$ cat src/rtl/display_scheduler_if.sv
// Bundles the request/data inputs and display outputs shared by the
// game sources and the display scheduler.
interface display_scheduler_if;
  logic [2:0]  req;
  logic [31:0] data0;
  logic [31:0] data1;
  logic [31:0] data2;
  logic [7:0]  en0;
  logic [7:0]  en1;
  logic [7:0]  en2;
  logic [2:0]  grant;
  logic [1:0]  owner;
  logic [31:0] disp_word;
  logic [7:0]  digit_en;
  logic        switch_pulse;

  // Game side: raises requests and supplies digit words, observes the grant.
  modport master (
    output req, data0, data1, data2, en0, en1, en2,
    input  grant, owner, disp_word, digit_en, switch_pulse
  );

  // Scheduler side: arbitrates and drives the display path.
  modport slave (
    input  req, data0, data1, data2, en0, en1, en2,
    output grant, owner, disp_word, digit_en, switch_pulse
  );
endinterface

$ cat src/rtl/display_scheduler.sv
// Fixed-priority owner arbitration of the 8-digit display among alert (0),
// round timer (1) and score (2), with a minimum on-screen hold per grant.
module display_scheduler #(
  parameter int unsigned MIN_HOLD = 100000000,
  parameter int unsigned HOLD_W   = 27
) (
  input logic          clock,
  input logic          reset,
  display_scheduler_if.slave bus
);

  typedef enum logic [1:0] {IDLE, LOCKED, OPEN} state_t;

  localparam logic [HOLD_W-1:0] HOLD_LOAD = HOLD_W'(MIN_HOLD - 1);
  localparam logic [1:0]        NO_OWNER  = 2'd3;

  state_t            state;
  logic [HOLD_W-1:0] hold_cnt;
  logic [2:0]        grant_q;
  logic [1:0]        owner_q;
  logic [31:0]       word_q;
  logic [7:0]        en_q;
  logic              pulse_q;

  logic              pick_valid;
  logic [1:0]        pick;
  logic [2:0]        pick_grant;
  logic [31:0]       pick_word;
  logic [7:0]        pick_en;
  logic              own_req;
  logic [31:0]       own_word;
  logic [7:0]        own_en;
  logic              regrant;

  // Highest-priority requester and the current owner's live request/data.
  always_comb begin
    // NOTE: every output gets a default first so no path can infer a latch.
    pick       = 2'd0;
    pick_grant = 3'b000;
    pick_valid = |bus.req;
    if (bus.req[0]) begin
      pick       = 2'd0;
      pick_grant = 3'b001;
    end else if (bus.req[1]) begin
      pick       = 2'd1;
      pick_grant = 3'b010;
    end else if (bus.req[2]) begin
      pick       = 2'd2;
      pick_grant = 3'b100;
    end

    case (pick)
      2'd0:    begin pick_word = bus.data0; pick_en = bus.en0; end
      2'd1:    begin pick_word = bus.data1; pick_en = bus.en1; end
      default: begin pick_word = bus.data2; pick_en = bus.en2; end
    endcase

    own_req  = 1'b0;
    own_word = bus.data2;
    own_en   = bus.en2;
    case (owner_q)
      2'd0:    begin own_req = bus.req[0]; own_word = bus.data0; own_en = bus.en0; end
      2'd1:    begin own_req = bus.req[1]; own_word = bus.data1; own_en = bus.en1; end
      2'd2:    begin own_req = bus.req[2]; own_word = bus.data2; own_en = bus.en2; end
      default: own_req = 1'b0;
    endcase

    // A new owner is installed from idle, by alert preemption while locked,
    // or once the hold has expired and someone other than the owner wins.
    regrant = 1'b0;
    case (state)
      IDLE:    regrant = pick_valid;
      LOCKED:  regrant = bus.req[0] && (owner_q != 2'd0);
      OPEN:    regrant = pick_valid && (pick != owner_q);
      default: regrant = 1'b0;
    endcase
  end

  // Ownership FSM with registered display outputs.
  always_ff @(posedge clock or posedge reset) begin
    if (reset) begin
      state    <= IDLE;
      hold_cnt <= '0;
      grant_q  <= 3'b000;
      owner_q  <= NO_OWNER;
      word_q   <= 32'h0;
      en_q     <= 8'h00;
      pulse_q  <= 1'b0;
    end else begin
      // NOTE: non-blocking so every register updates from pre-edge values.
      pulse_q <= 1'b0;
      if (regrant) begin
        state    <= LOCKED;
        hold_cnt <= HOLD_LOAD;
        grant_q  <= pick_grant;
        owner_q  <= pick;
        word_q   <= pick_word;
        en_q     <= pick_en;
        pulse_q  <= 1'b1;
      end else begin
        case (state)
          LOCKED: begin
            if (hold_cnt == '0) state <= OPEN;
            else                hold_cnt <= hold_cnt - HOLD_W'(1);
            // Owner dropping its request freezes the last shown value.
            if (own_req) begin
              word_q <= own_word;
              en_q   <= own_en;
            end
          end
          OPEN: begin
            if (!pick_valid) begin
              state    <= IDLE;
              hold_cnt <= '0;
              grant_q  <= 3'b000;
              owner_q  <= NO_OWNER;
              word_q   <= 32'h0;
              en_q     <= 8'h00;
              pulse_q  <= 1'b1;
            end else begin
              word_q <= own_word;
              en_q   <= own_en;
            end
          end
          default: ;
        endcase
      end
    end
  end

  assign bus.grant        = grant_q;
  assign bus.owner        = owner_q;
  assign bus.disp_word    = word_q;
  assign bus.digit_en     = en_q;
  assign bus.switch_pulse = pulse_q;

endmodule

$ cat src/flat_wrapper.sv
// flat-port wrapper written by rule: the top's interface ports become plain ports
module display_scheduler_flat 
#(
  parameter int unsigned MIN_HOLD = 100000000,
  parameter int unsigned HOLD_W   = 27
)
  (clock, reset, bus_req, bus_data0, bus_data1, bus_data2, bus_en0, bus_en1, bus_en2, bus_grant, bus_owner, bus_disp_word, bus_digit_en, bus_switch_pulse);
  display_scheduler_if bus_i ();
  input logic clock;
  input logic reset;
  input wire logic [$bits(bus_i.req)-1:0] bus_req;
  input wire logic [$bits(bus_i.data0)-1:0] bus_data0;
  input wire logic [$bits(bus_i.data1)-1:0] bus_data1;
  input wire logic [$bits(bus_i.data2)-1:0] bus_data2;
  input wire logic [$bits(bus_i.en0)-1:0] bus_en0;
  input wire logic [$bits(bus_i.en1)-1:0] bus_en1;
  input wire logic [$bits(bus_i.en2)-1:0] bus_en2;
  output wire logic [$bits(bus_i.grant)-1:0] bus_grant;
  output wire logic [$bits(bus_i.owner)-1:0] bus_owner;
  output wire logic [$bits(bus_i.disp_word)-1:0] bus_disp_word;
  output wire logic [$bits(bus_i.digit_en)-1:0] bus_digit_en;
  output wire logic [$bits(bus_i.switch_pulse)-1:0] bus_switch_pulse;
  assign bus_i.req = bus_req;
  assign bus_i.data0 = bus_data0;
  assign bus_i.data1 = bus_data1;
  assign bus_i.data2 = bus_data2;
  assign bus_i.en0 = bus_en0;
  assign bus_i.en1 = bus_en1;
  assign bus_i.en2 = bus_en2;
  assign bus_grant = bus_i.grant;
  assign bus_owner = bus_i.owner;
  assign bus_disp_word = bus_i.disp_word;
  assign bus_digit_en = bus_i.digit_en;
  assign bus_switch_pulse = bus_i.switch_pulse;
  display_scheduler #(.MIN_HOLD(MIN_HOLD), .HOLD_W(HOLD_W)) u_core (.clock(clock), .reset(reset), .bus(bus_i));
endmodule
$ cat config.mk
export PLATFORM = sky130hd
export DESIGN_NAME = display_scheduler_flat
export DESIGN_NICKNAME = d
export VERILOG_FILES = /design/src/rtl/display_scheduler_if.sv /design/src/rtl/display_scheduler.sv /design/src/flat_wrapper.sv
export SDC_FILE = /design/constraint.sdc
export NUM_CORES = 1
export LEC_CHECK = 0
export BUFFER_PORTS_ARGS = -buffer_cell sky130_fd_sc_hd__clkbuf_2
export CAP_MARGIN = 5
export CORE_UTILIZATION = 41
export DETAILED_ROUTE_END_ITERATION = 7
export GPL_ROUTABILITY_DRIVEN = 0
export PLACE_DENSITY = 0.68
export SYNTH_ARGS = -nofsm -noshare
export SYNTH_HDL_FRONTEND = slang
export SYNTH_SLANG_ARGS = --single-unit
$ cat constraint.sdc
create_clock -name clock -period 4.7 [get_ports clock]
set_input_delay 0.235 -clock clock [delete_from_list [all_inputs] [get_ports clock]]
set_output_delay 0.235 -clock clock [all_outputs]
set_load 0.03 [all_outputs]
==> impl_metrics.yaml <==
yosys:
  syn_avg_cell_area_um2: 7.97
  synth-async-reset-ratio_pct: 100
  yosysSeqAreaShare_pct: 34.6
  synth_area_mm2: 0.00543
  synth_enable_flop_cells: 0
  synth_cell_types: 54
  synthXorXnorAreaFrac_pct: 0
  synth_cells: 681
  yosys_warnings: 0
  ys_ff_latch: 75
  synthAdderAreaFrac_pct: 1.38
  synth_flop_cell: "dfrtp_1"
  synthSimpleGateAreaFrac_pct: 19.2
  synth_top_family_by_area: "compound AO/OA/AOI/OAI gates"
  syn-num-nets: 812
  synth-compound-area-share_pct: 31.8
  muxShareOfSynthArea_pct: 7.56
cts:
  clock-root-buffer: "clkbuf_16"
  clk_latency_ns: 0.34
  cts_buffers: 9
  post_cts_buffers: 0
  postCtsHoldBufs: 0
  clockBufferDepth: 2
  path_clk_slew_ns: 0.06
  cts_resized: 0
  cts_htree_levels: 3
  cts.sinks: 75
  cts_tree: "yes"
pwr:
  p_per_area_mw_per_mm2: 786
  clock_power_share_pct: 12.5
  p_comb_share_pct: 63.6
  switchingPower_mw: 2.65
  p_leak_nw: 2.93
  switching_share_pct: 50.7
  ir_drop_mv: 0.345
  p_seq_share_pct: 23.9
  internal-power_mw: 2.58
drt:
  drc: 1
  drt-initial-drc-count: 463
  ant_nets: 0
  drt_first_pass_iters: 8
  drt-total-wl_mm: 17.3
  wl_per_cell_um: 17.5
  via_count: 5917
  avgViaCountPerCell: 5.96
finish:
  antennaDiodeCount: 0
  area_delta_synth_final_pct: 22.6
  final_common_cell: "clkbuf_2"
  fin_area_mm2: 0.00665
  layout_common_cells: "clkbuf_2 (170), nand2_1 (136), a21oi_1 (88)"
  drive_gt1_share_pct: 27.0
  nNetsFinal: 947
die:
  die_y_um: 117
  rows: 41
  coreArea_mm2: 0.0128
  die_w_um: 117
  initial_utilization_pct: 42.5
  die_area_mm2: 0.0137
  io-pin-count: 171
worst_setup_path:
  cp.required_ns: 4.92
  cpMaxStageDelayCell: "dfstp_2"
  crit_cells: 6
  endpoint_kind: "register"
  reg2reg_slack_ns: 1.48
  criticalPathCategory: "register to register"
  worstPathArrival_ns: 3.44
  worst_setup_path_start_kind: "register"
  r2r_cells: 6
  worstPathMaxFanout: 26
  slowest_delay_ns: 0.99
  crit_chain: "nand2b_1 -> a31oi_1 -> o21a_1 -> nor2_2 -> o221ai_1 -> a22o_1"
  r2r-start: "u_core.bus.owner[0]"
  crit_family: "compound AO/OA/AOI/OAI gates"
  worst-path-buf-inv: 0
  timing.rr.end: "u_core.bus.grant[1]"
hold_path:
  hp-class: "input port to asynchronous set/reset pin"
outcome:
  violations: "DRC, hold timing"
  status: "finished, violations left"
sta:
  setup_viol: 0
  slew_viol_final: 0
  max_clock_freq_ghz: 0.311
  hold_violations: 28
  whs_ns: -0.0147
  setup_tns_ns: 0
  slew-limit-headroom_pct: 19.1
  min_period_over_period_pct: 68.5
  skew_ns: 0.00789
  tightest_slew_ns: 1.21
  grt_setup_unrepaired: "no"
  fin_crit_ns: 3.22
job:
  max_cap_violations: 0
placement:
  port_buffers: 170
  postPlaceCellArea_mm2: 0.00637
  dp_hpwl_mm: 12.1
grt:
  grt_pass1_vias: 5746
  grt_max_degree: 54
  grt_pass1_wl_mm: 28.1
  antenna_found_initial: 0
  track_usage_pct: 26.2
  grt_overflow_total: 0
## sequential cells by signal (all words and copies together) (netlist names)
register,cells
u_core.bus.switch_pulse,1
u_core.bus.owner,2
u_core.state,2
u_core.bus.digit_en,8
u_core.bus.grant,3
u_core.bus.disp_word,32
u_core.hold_cnt,27
## kinds of logic after synthesis
| logic type | Yosys count |
|---|---|
| AOI/OAI and AO/OA | 259 |
| muxes | 41 |
| DFF | 75 |
| adders and majority gates | 6 |
| and+or+nand+nor | 227 |
| buffers and inverters | 73 |
## power by group through the flow
stage          clock [mW]  sequential, mW  combinational (mW)
2_1_floorplan           0            1.52                2.20
3_3_place_gp            0            1.24                3.21
3_5_place_dp            0            1.24                3.33
4_1_cts             0.665            1.25                3.33
5_1_grt             0.698            1.29                3.62
6_report            0.652            1.25                3.32
## worst register-to-register path, delay by kind of cell, from the launching register on
| kind | cells | cell delay [ns] |
|---|---|---|
| DFF | 1 | 0.99 |
| and+or+nand+nor | 2 | 0.88 |
| AOI/OAI and AO/OA | 4 | 1.24 |
## layer usage
metal / GRT usage (%) / routed length [um] / vias to the layer above
met5: 0 / 0 / -
met4: 12.6 / 496 / 0
met3: 5.46 / 1120 / 41
met2: 42.6 / 8590 / 240
met1: 33.3 / 7140 / 2829
li1: - / - / 2807
## through the flow
stage	hold slack (ns)	instances	power (mW)	setup WS, ns	utilization (%)
final	-0.0147	993	5.23	1.48	52.1
after global routing	0.0448	993	5.61	1.27	52.1
after CTS	0.0123	993	5.24	1.51	52.1
after detailed placement	0.367	977	4.58	1.55	49.9
after global placement	0.365	977	4.45	1.66	49.9
after floorplan	0.365	681	3.72	2.39	-
## synthesized netlist by cell type (4+ instances only)
master / n / area, um2
a221o_1: 7 / 70.1
nand3_1: 7 / 35.0
a211o_1: 5 / 43.8
o31ai_1: 8 / 60.1
o311ai_0: 4 / 35.0
nand2b_1: 5 / 31.3
o211ai_1: 4 / 30.0
a21oi_1: 88 / 440
clkbuf_1: 43 / 161
inv_1: 11 / 41.3
o21a_1: 5 / 37.5
o221ai_1: 30 / 263
o21ai_0: 40 / 200
or4_1: 5 / 37.5
or2_2: 5 / 31.3
mux2i_1: 41 / 410
buf_2: 8 / 40.0
a211oi_1: 12 / 90.1
nor2_1: 24 / 90.1
a31oi_1: 7 / 43.8
a2bb2oi_1: 31 / 272
ha_1: 6 / 75.1
or3_1: 8 / 50.1
nor3_1: 16 / 80.1
dfrtp_1: 73 / 1830
nand2_1: 136 / 510
buf_1: 7 / 26.3
## worst max path at each step
stage	start	endpoint
finish	u_core.bus.owner[0]	u_core.bus.grant[1]
global route	u_core.bus.owner[0]	u_core.bus.grant[1]
CTS	u_core.bus.owner[0]	u_core.bus.grant[1]
detailed placement	u_core.bus.owner[0]	u_core.bus.grant[1]
global placement	u_core.bus.owner[0]	u_core.bus.grant[0]
floorplan	u_core.bus.owner[1]	u_core.bus.disp_word[10]
## final cells by class
cell class                 count  area [um2]
fill                        1221        6120
multi-input combinational    533        3270
sequential                    75        1880
timing repair buffer         185         963
clock buffer                  10         239
tap                          172         215
inverter                      12        45.0
clock inverter                 6        41.3
Note: power is estimated with default switching activity, not from simulation.
